`src/rtl/rcc_dom_rst_seq.sv`:
```
// Per-domain reset/clock-enable sequencer. Each domain runs ASSERT -> WAIT_CLK -> RUN;
// with CHAIN=1 a domain is held in ASSERT until its predecessor is in RUN.

module rcc_dom_lane #(
  parameter int RST_DUR = 10,
  parameter int CLK_DLY = 8,
  parameter int CNT_W   = 8
) (
  input  logic clk,
  input  logic rst_n,
  input  logic req,
  input  logic held,
  output logic rst_out,
  output logic clk_en,
  output logic rdy
);
  typedef enum logic [1:0] {ASSERT, WAIT_CLK, RUN} state_t;

  localparam logic [CNT_W-1:0] RST_END = CNT_W'(RST_DUR);
  localparam logic [CNT_W-1:0] CLK_END = CNT_W'(CLK_DLY);

  state_t           state;
  logic [CNT_W-1:0] cnt;
  logic [CNT_W-1:0] cnt_inc;

  assign cnt_inc = cnt + 1'b1;

  // Outputs are registered alongside the state so they carry no input-to-output path.
  always_ff @(posedge clk or negedge rst_n) begin
    if (!rst_n) begin
      state   <= ASSERT;
      cnt     <= '0;
      rst_out <= 1'b0;
      clk_en  <= 1'b0;
      rdy     <= 1'b0;
    end else if (req || held) begin
      state   <= ASSERT;
      cnt     <= '0;
      rst_out <= 1'b0;
      clk_en  <= 1'b0;
      rdy     <= 1'b0;
    end else begin
      case (state)
        ASSERT: begin
          if (cnt_inc == RST_END) begin
            cnt     <= '0;
            rst_out <= 1'b1;
            if (CLK_DLY == 0) begin
              state  <= RUN;
              clk_en <= 1'b1;
              rdy    <= 1'b1;
            end else begin
              state  <= WAIT_CLK;
            end
          end else begin
            cnt <= cnt_inc;
          end
        end
        WAIT_CLK: begin
          if (cnt_inc == CLK_END) begin
            state  <= RUN;
            cnt    <= '0;
            clk_en <= 1'b1;
            rdy    <= 1'b1;
          end else begin
            cnt <= cnt_inc;
          end
        end
        default: begin
          state <= RUN;
        end
      endcase
    end
  end
endmodule

module rcc_dom_rst_seq #(
  parameter int N_DOM   = 4,
  parameter int RST_DUR = 10,
  parameter int CLK_DLY = 8,
  parameter int CNT_W   = 8,
  parameter int CHAIN   = 1
) (
  input  logic             clk,
  input  logic             rst_n,
  input  logic [N_DOM-1:0] rst_req,
  input  logic             flag_clr,
  output logic [N_DOM-1:0] dom_rst_n,
  output logic [N_DOM-1:0] dom_clk_en,
  output logic [N_DOM-1:0] dom_rdy,
  output logic             busy,
  output logic [N_DOM-1:0] rst_flag
);
  logic [N_DOM-1:0] held;

  for (genvar i = 0; i < N_DOM; i++) begin : g_dom
    // Parent readiness comes from its registered rdy, so a parent reset reaches
    // the child one edge later, one level per cycle.
    if (CHAIN != 0 && i > 0) begin : g_held
      assign held[i] = ~dom_rdy[i-1];
    end else begin : g_free
      assign held[i] = 1'b0;
    end

    rcc_dom_lane #(
      .RST_DUR(RST_DUR),
      .CLK_DLY(CLK_DLY),
      .CNT_W  (CNT_W)
    ) u_lane (
      .clk    (clk),
      .rst_n  (rst_n),
      .req    (rst_req[i]),
      .held   (held[i]),
      .rst_out(dom_rst_n[i]),
      .clk_en (dom_clk_en[i]),
      .rdy    (dom_rdy[i])
    );
  end

  assign busy = ~&dom_rdy;

  // A request on the same edge as a clear wins, so no request is ever lost.
  always_ff @(posedge clk or negedge rst_n) begin
    if (!rst_n) rst_flag <= '0;
    else        rst_flag <= (flag_clr ? '0 : rst_flag) | rst_req;
  end
endmodule

```
`config.mk`:
```
export PLATFORM = sky130hd
export DESIGN_NAME = rcc_dom_rst_seq
export DESIGN_NICKNAME = d
export VERILOG_FILES = /design/src/rtl/rcc_dom_rst_seq.sv
export SDC_FILE = /design/constraint.sdc
export NUM_CORES = 1
export LEC_CHECK = 0
export CAP_MARGIN = 20
export CORE_ASPECT_RATIO = 0.9
export CORE_MARGIN = 3
export CORE_UTILIZATION = 60
export CTS_BUF_LIST = sky130_fd_sc_hd__clkbuf_4 sky130_fd_sc_hd__clkbuf_8
export CTS_CLUSTER_SIZE = 40
export DETAILED_ROUTE_END_ITERATION = 16
export PLACE_DENSITY_LB_ADDON = 0.05
export RECOVER_POWER = 25
export SLEW_MARGIN = 20
export SYNTH_ARGS = -nofsm -noshare
export SYNTH_HDL_FRONTEND = slang
export SYNTH_HIERARCHICAL = 1
export SYNTH_SLANG_ARGS = --single-unit
```
`constraint.sdc`:
```
create_clock -name clk -period 3.88 [get_ports clk]
set_input_delay 1.164 -clock clk [delete_from_list [all_inputs] [get_ports clk]]
set_output_delay 1.164 -clock clk [all_outputs]
set_load 0.005 [all_outputs]
```
==> reports/metrics.cfg, run 1 <==
[outcome]
status = finished, violations left
violations = capacitance limit, slew limit

[min_path]
hp-class = reg2reg

[die]
io_pins = 24
initial_utilization_pct = 62.8
die_y_um = 74.1
std_cell_rows = 24
dieArea_sq_um = 6050
die_w_um = 81.7
core_sq_um = 4920

[placement]
dp_slack_ns = 1.30
portBuffers = 23
gp_congestion = 0.863
dp_hpwl_um = 4220
place_inst = 372

[yosys]
postSynthCellCount = 302
synth_top_area_share_pct = 42.1
synthFlopType = dfrtp_1
synth.avg_cell_area_sq_um = 10.2
synth_seq_cells = 52
ys_seq_area_share_pct = 42.1
yosysTopAreaCell = dfrtp_1
yosysWarnings = 6
synthArstFlopShare_pct = 100
synth-edff-count = 0
synth.top_cells.by_area = dfrtp_1 42%, xnor2_1 4.5%, nor2_1 3.4%
synth.distinct_cells = 45
syn_area_sq_um = 3090

[route]
drc = 0
wire_per_inst_um = 15.4
num_vias = 2277
dr.first_iter.drc_count = 111
drt_pre_antenna_iters = 4
final_antenna_net_count = 0
vias_per_cell = 5.99
routed_wl_um = 5840

[critical_path]
crit_type = reg2out
crit_path_end_kind = output pin
critPathMaxFanout = 5
crit_arrival_ns = 1.38
startpoint_type = flop
crit_required_ns = 2.72

[global_route]
grt_pass1_vias = 2193
grt_max_degree = 28
grt_pass1_wl_um = 10100
antenna_found_initial = 0
grt_use_total_pct = 21.7
overflow = 0

[power]
power_density_nw_per_um2 = 269
finalPower_mw = 0.902
peakVddDrop_uv = 206
total_leakage_power_nw = 1.29

[sta]
hold_viol = 0
clock.fmax_mhz = 392
fin_worst_skew_ns = 0.0109
tightest_slew_ns = 1.50
setup_slack_ns = 1.33
fin_crit_sh_pct = 65.7
fin_crit_ns = 2.55
holdWs_ns = 0.489
finalSetupTns_ns = 0
setup_viol = 0
drv_slew = 27
maxSlewHeadroom_pct = -0.206
rsz0062_at_grt = false

[clock_network]
post_cts_buffers = 0
cts_tree = yes
clk_pin_slew_worst_paths_ns = 0.10
cts_hold_buf = 0
htreeDepth = 2
cts_resized = 0
clockBufferDepth = 2
numCtsBuffers = 5
cts_root_buf = clkbuf_8
clock-sinks = 52
clkLatencyLatePin_ns = 0.31

[finish]
final_common_cell = dfrtp_1
drive_above_1_share_pct = 10.5
layout_common_cells = 52 x dfrtp_1, 28 x nor2_1, 21 x clkdlybuf4s50_1
nFillCells = 401
area_growth_pct = 8.26
fin_cells = 380
layout.nets = 329
diodes = 0

[run]
drv_cap = 1

## per-layer routing
metal	share of wire [%]	up-vias	wire length, um	GRT usage [%]
li1	-	1102	-	-
met1	48	1123	2820	28.9
met2	47	44	2720	35.9
met3	3.9	8	227	4.96
met4	1.2	0	70	6.09
met5	0	-	0	0
## cell families after synthesis
| logic type | synth area share, % |
|---|---|
| compound gates | 15.8 |
| simple gates | 23.0 |
| xor+xnor | 7.93 |
| buf+inv | 6.43 |
| flops | 42.1 |
| fa+ha+maj | 3.24 |
| other cells | 0.121 |
| mux | 1.42 |
## metrics by stage
stage	util, %	area, sq um
after global routing	68.0	3350
after detailed placement	66.1	3260
after floorplan	-	3100
after global placement	66.1	3260
after CTS	68.0	3350
final	68.0	3350
## registers in the layout, indices dropped and copies added, names as in the netlist
signal / count
g_dom.u_lane/cnt: 32
g_dom.u_lane/state: 8
g_dom.u_lane/rdy: 4
g_dom.u_lane/rst_out: 4
rst_flag: 4
## final cells by class
type	count	area, sq um	area share [%]
multi-input cells	219	1600	47.7
clock inverters	2	16.3	0.486
inverters	12	45.0	1.35
flip-flops and latches	52	1300	38.9
repair buffers	24	231	6.92
well taps	65	81.3	2.43
clock buffers	6	76.3	2.28
## worst max-delay path, cell delays in order, from the launching register on
cell and delay, ns:
dfrtp_1 0.46, nand4_1 0.11, clkdlybuf4s50_1 0.50
## cells in the mapped netlist (5+ instances only)
| cell | instances |
|---|---|
| nand2_1 | 8 |
| inv_1 | 10 |
| nand4_1 | 5 |
| buf_4 | 6 |
| and2_1 | 8 |
| ha_1 | 8 |
| o21ai_0 | 11 |
| buf_6 | 7 |
| nor2_1 | 28 |
| nor2b_1 | 8 |
| nand3_1 | 16 |
| xor2_1 | 12 |
| dfrtp_1 | 52 |
| xnor2_1 | 16 |
| and3_1 | 5 |
| nor3_1 | 16 |
## worst paths after layout
check | startpoint | end | slack [ns] | cells past startpoint
setup / recovery | g_dom[1].u_lane/rdy | busy | 1.33 | 2
hold / removal | rst_flag[2] | rst_flag[2] | 0.49 | 1
setup reg to reg | g_dom[1].u_lane/cnt[0] | g_dom[1].u_lane/state[0] | 1.97 | 5
hold reg to reg | rst_flag[2] | rst_flag[2] | 0.49 | 1
max in group asynchronous | rst_n | g_dom[3].u_lane/cnt[5] | 1.59 | 2
min in group asynchronous | rst_n | g_dom[2].u_lane/cnt[1] | 1.20 | 1
## power by group
part           switching [mW]  internal, mW  total (mW)
sequential            0.00293         0.545       0.548
clock                   0.184         0.136       0.320
combinational          0.0200        0.0139      0.0338
total                   0.207         0.695       0.902
Power figures use the tool's default switching activity.
==> inputs of run 2 (changes only) <==
CORE_UTILIZATION = 55   (was 60)
clock period = 2.2 ns   (was 3.88 ns; I/O delays follow)
==> run 2 against run 1 <==
  * The run now ends clean
  * Largest power group unchanged
  * Register-to-register slack worse by 1.7 ns
  * Clock skew down 0.00095 ns
  * Largest cell class unchanged
  * Clock-buffer cell count up 1
  * Cell count up 1.6%
  * Sequential share of layout area down 0.74 points
==> reports/metrics.cfg, run 2 (same netlist as run 1, synthesis figures left out) <==
[outcome]
status = finished clean

[placement]
portBuffers = 23
dp_slack_ns = 0.210
dp_hpwl_um = 4140
gp_congestion = 0.812

[global_route]
grt_pass1_wl_um = 10600
grt_use_total_pct = 19.9
grt_max_degree = 53
grt_pass1_vias = 2267
overflow = 0
antenna_found_initial = 0

[die]
io_pins = 24
core_sq_um = 5350
die_y_um = 77.1
std_cell_rows = 25
dieArea_sq_um = 6560
die_w_um = 85.0
initial_utilization_pct = 57.8

[sta]
tightest_slew_ns = 1.28
maxSlewHeadroom_pct = 15.0
fin_worst_skew_ns = 0.00996
clock.fmax_mhz = 487
setup_viol = 0
finalSetupTns_ns = 0
fin_crit_ns = 2.05
setup_slack_ns = 0.147
rsz0062_at_grt = false
drv_slew = 0
hold_viol = 0
fin_crit_sh_pct = 93.3

[clock_network]
cts_resized = 0
cts_tree = yes
htreeDepth = 2
post_cts_buffers = 0
cts_hold_buf = 0
cts_root_buf = clkbuf_8
clockBufferDepth = 2
numCtsBuffers = 5
clkLatencyLatePin_ns = 0.31
clock-sinks = 52
clk_pin_slew_worst_paths_ns = 0.10

[finish]
diodes = 0
register_area_sq_um = 1300
multi_input_area_sq_um = 1600
area_growth_pct = 10.4
top_register = g_dom.u_lane/cnt
layout_common_cells = 52 x dfrtp_1, 28 x nor2_1, 22 x clkdlybuf4s50_1
drive_above_1_share_pct = 12.2
layout.nets = 333
top_regs = g_dom.u_lane/cnt: 32 flops, g_dom.u_lane/state: 8 flops
largest_reg_flops = 32
final_common_cell = dfrtp_1
nFillCells = 439

[power]
finalPower_mw = 1.76
total_leakage_power_nw = 1.32
power_density_nw_per_um2 = 515
peakVddDrop_uv = 371

[critical_path]
critPathMaxFanout = 5
startpoint_type = flop
worst-r2r-cell-count = 5
worst_path_max_delay_cell = clkdlybuf4s50_1
crit_type = reg2out
crit_path_end_kind = output pin
path_depth = 2
path_buf_inv = 1
path_delay_family = buffers and inverters
slowest_delay_ns = 0.50
path_cells = nand4_1 > clkdlybuf4s50_1
crit_arrival_ns = 1.39
crit_required_ns = 1.54

[route]
dr.first_iter.drc_count = 89
drc = 0
vias_per_cell = 5.87
wire_per_inst_um = 15.6
num_vias = 2265
final_antenna_net_count = 0
drt_pre_antenna_iters = 4
routed_wl_um = 6010

[run]
drv_cap = 0

[min_path]
hp-class = reg2reg
whs_path_depth = 1

[run 2: final cells by class]
type / instances / share of cell area (%)
clock buffer: 7 / 2.82
clock inverter: 1 / 0.880
inverter: 12 / 1.32
multi-input combinational: 219 / 46.8
sequential: 52 / 38.1
tap: 67 / 2.46
timing repair buffer: 28 / 7.63
[run 2: power breakdown]
| part | internal (mW) | total [mW] | switching [mW] |
|---|---|---|---|
| sequential | 0.962 | 0.966 | 0.00469 |
| clock | 0.402 | 0.728 | 0.326 |
| combinational | 0.0259 | 0.0611 | 0.0352 |
| total | 1.39 | 1.76 | 0.366 |
[run 2: final timing paths]
path	startpoint	slack [ns]	end
min reg2reg	rst_flag[0]	0.49	rst_flag[0]
min in group asynchronous	rst_n	0.69	g_dom[2].u_lane/cnt[1]
min	rst_flag[0]	0.49	rst_flag[0]
max in group asynchronous	rst_n	0.73	g_dom[0].u_lane/cnt[3]
max	g_dom[1].u_lane/rdy	0.15	busy
max reg2reg	g_dom[0].u_lane/cnt[0]	0.26	g_dom[0].u_lane/cnt[3]
[run 2: per-layer routing]
layer	track usage, %	vias to the layer above	share of wire, %
met1	27.5	1116	50
met4	6.65	0	1.0
li1	-	1108	-
met2	31.0	35	46
met3	3.97	6	2.9
met5	0	-	0
[run 2: metrics by stage]
| stage | utilization, % | hold WS [ns] | cells | cell area, sq um |
|---|---|---|---|---|
| CTS | 64.1 | 0.332 | 386 | 3430 |
| finish | 63.8 | 0.486 | 386 | 3410 |
| global placement | 61.7 | 0.461 | 378 | 3300 |
| floorplan | - | 0.364 | 303 | 3100 |
| global route | 63.8 | 0.512 | 386 | 3410 |
| detailed placement | 61.7 | 0.468 | 378 | 3300 |
==> inputs of run 3 (changes only) <==
CELL_PAD_IN_SITES_DETAIL_PLACEMENT = 0   (was not set)
CELL_PAD_IN_SITES_GLOBAL_PLACEMENT = 2   (was not set)
CORE_UTILIZATION = 36   (was 55)
SLEW_MARGIN = 5   (was 20)
==> run 3 against run 2 <==
  * The run now ends with capacitance limit, slew limit left
  * Critical endpoint unchanged
  * Sequential power is essentially flat
  * Die area grew 48%
  * Power shrank 6.9%
  * Cell count grew 13%
  * Clock-buffer cell count is the same
  * Largest power group unchanged
  * Combinational power grew 12%
==> reports/metrics.cfg, run 3 (same netlist as run 1, synthesis figures left out) <==
[route]
final_antenna_net_count = 0
drt_pre_antenna_iters = 4
vias_per_cell = 5.11
dr.first_iter.drc_count = 82
routed_wl_um = 6330
wire_per_inst_um = 14.5
num_vias = 2229
drc = 0

[outcome]
status = finished, violations left
violations = capacitance limit, slew limit

[power]
p_comb_share_pct = 4.2
finalPower_mw = 1.63
peakVddDrop_uv = 232
internal_power_mw = 1.26
p_switching_mw = 0.372
power_frac_clock_pct = 36.7
p_sw_share_pct = 22.8
total_leakage_power_nw = 1.32
power_density_nw_per_um2 = 471
seqPwrFrac_pct = 59.1

[sta]
fin_crit_sh_pct = 93.9
drv_slew = 28
setup_viol = 0
rsz0062_at_grt = false
maxSlewHeadroom_pct = -7.04
fin_worst_skew_ns = 0.0139
fin_crit_ns = 2.07
finalSetupTns_ns = 0
clock.fmax_mhz = 484
hold_viol = 0
tightest_slew_ns = 1.61

[critical_path]
r2r_end = g_dom[0].u_lane/cnt[3]
r2r_slack_ns = 0.26
crit_required_ns = 1.54
slowest_delay_ns = 0.50
rr_startpoint = g_dom[0].u_lane/cnt[0]
path_depth = 2
path_cells = nand4_1 > clkdlybuf4s50_1
startpoint_type = flop
endpoint = busy
crit_arrival_ns = 1.41
startpoint = g_dom[1].u_lane/rdy
critPathMaxFanout = 5
path_buf_inv = 1
crit_path_end_kind = output pin
path_delay_family = buffers and inverters
crit_type = reg2out
worst-r2r-cell-count = 5
worst_path_max_delay_cell = clkdlybuf4s50_1

[clock_network]
numCtsBuffers = 5
post_cts_buffers = 0
cts_root_buf = clkbuf_8
clkLatencyLatePin_ns = 0.30
cts_hold_buf = 0
clockBufferDepth = 2
cts_resized = 0
htreeDepth = 2
cts_tree = yes
clk_pin_slew_worst_paths_ns = 0.10
clock-sinks = 52

[placement]
portBuffers = 23
gp_congestion = 0.775
dp_hpwl_um = 4550

[finish]
area_growth_pct = 12.3
diodes = 0
final_common_cell = dfrtp_1
nFillCells = 797
top_register = g_dom.u_lane/cnt
layout.nets = 335
top_regs = g_dom.u_lane/cnt: 32 flops, g_dom.u_lane/state: 8 flops
layout_common_cells = 52 x dfrtp_1, 28 x nor2_1, 22 x clkdlybuf4s50_1
drive_above_1_share_pct = 12.5
largest_reg_flops = 32

[die]
die_w_um = 104
std_cell_rows = 31
dieArea_sq_um = 9740
core_sq_um = 8180
initial_utilization_pct = 37.8
die_y_um = 93.9
io_pins = 24

[global_route]
grt_max_degree = 29
overflow = 0
antenna_found_initial = 0
grt_pass1_vias = 2105
grt_pass1_wl_um = 11100
grt_use_total_pct = 14.0

[min_path]
hp-class = reg2reg

[run]
drv_cap = 1

==> run 3: changes by cell type in the layout (fill, tap and decap cells not counted) <==
cell,change
clkbuf_8,-1
clkbuf_2,-1
clkinvlp_4,+1
clkbuf_4,+2
bufinv_16,-1
buf_2,-1
clkbuf_1,+1
buf_12,+1
buf_4,+1
==> run 3: layer usage <==
metal | GRT usage (%) | up-vias | part of all wire, %
met5 | 0 | - | 0
met4 | 3.65 | 0 | 0.79
met3 | 2.47 | 4 | 2.3
met2 | 21.0 | 19 | 43
met1 | 20.8 | 1100 | 54
li1 | - | 1106 | -
==> run 3: cell type report <==
cell class | count | area, sq um | area share (%)
Clock buffer | 7 | 90.1 | 2.59
Clock inverter | 1 | 7.51 | 0.216
Sequential cell | 52 | 1300 | 37.5
Inverter | 12 | 45.0 | 1.30
Timing Repair Buffer | 30 | 289 | 8.32
Multi-Input combinational cell | 219 | 1600 | 45.9
Tap cell | 115 | 144 | 4.14
==> run 3: worst reg2reg max path, delay by kind of cell (launching register included) <==
family	cells	cell delay (ns)
compound gates	2	0.73
fa+ha+maj	1	0.24
flops	1	0.42
simple gates	2	0.41
==> run 3: stage by stage <==
stage          utilization [%]  instance area, sq um  hold WS (ns)  cells  setup WS, ns
2_1_floorplan                -                  3100         0.364    303         0.505
3_3_place_gp              41.2                  3380         0.464    428         0.241
3_5_place_dp              41.2                  3380         0.468    428         0.234
4_1_cts                   42.4                  3470         0.414    436         0.100
5_1_grt                   42.4                  3470         0.514    436        0.0294
6_report                  42.4                  3470         0.492    436         0.135
==> run 3: worst min path at each step <==
stage | startpoint | endpoint | slack [ns] | cells past startpoint
2_1_floorplan | rst_n | g_dom[0].u_lane/cnt[0] | 0.36 | 0
3_5_place_dp | rst_flag[3] | rst_flag[3] | 0.47 | 1
6_report | rst_flag[2] | rst_flag[2] | 0.49 | 1
4_1_cts | rst_n | g_dom[2].u_lane/cnt[1] | 0.41 | 1
5_1_grt | rst_flag[2] | rst_flag[2] | 0.51 | 1
3_3_place_gp | rst_flag[0] | rst_flag[0] | 0.46 | 1
==> run 3: power by group through the flow <==
stage | Sequential (mW) | Combinational, mW | Clock [mW]
5_1_grt | 0.968 | 0.0782 | 0.671
6_report | 0.966 | 0.0684 | 0.599
3_5_place_dp | 0.985 | 0.0718 | 0
4_1_cts | 0.967 | 0.0722 | 0.620
2_1_floorplan | 0.985 | 0.0150 | 0
3_3_place_gp | 0.985 | 0.0719 | 0
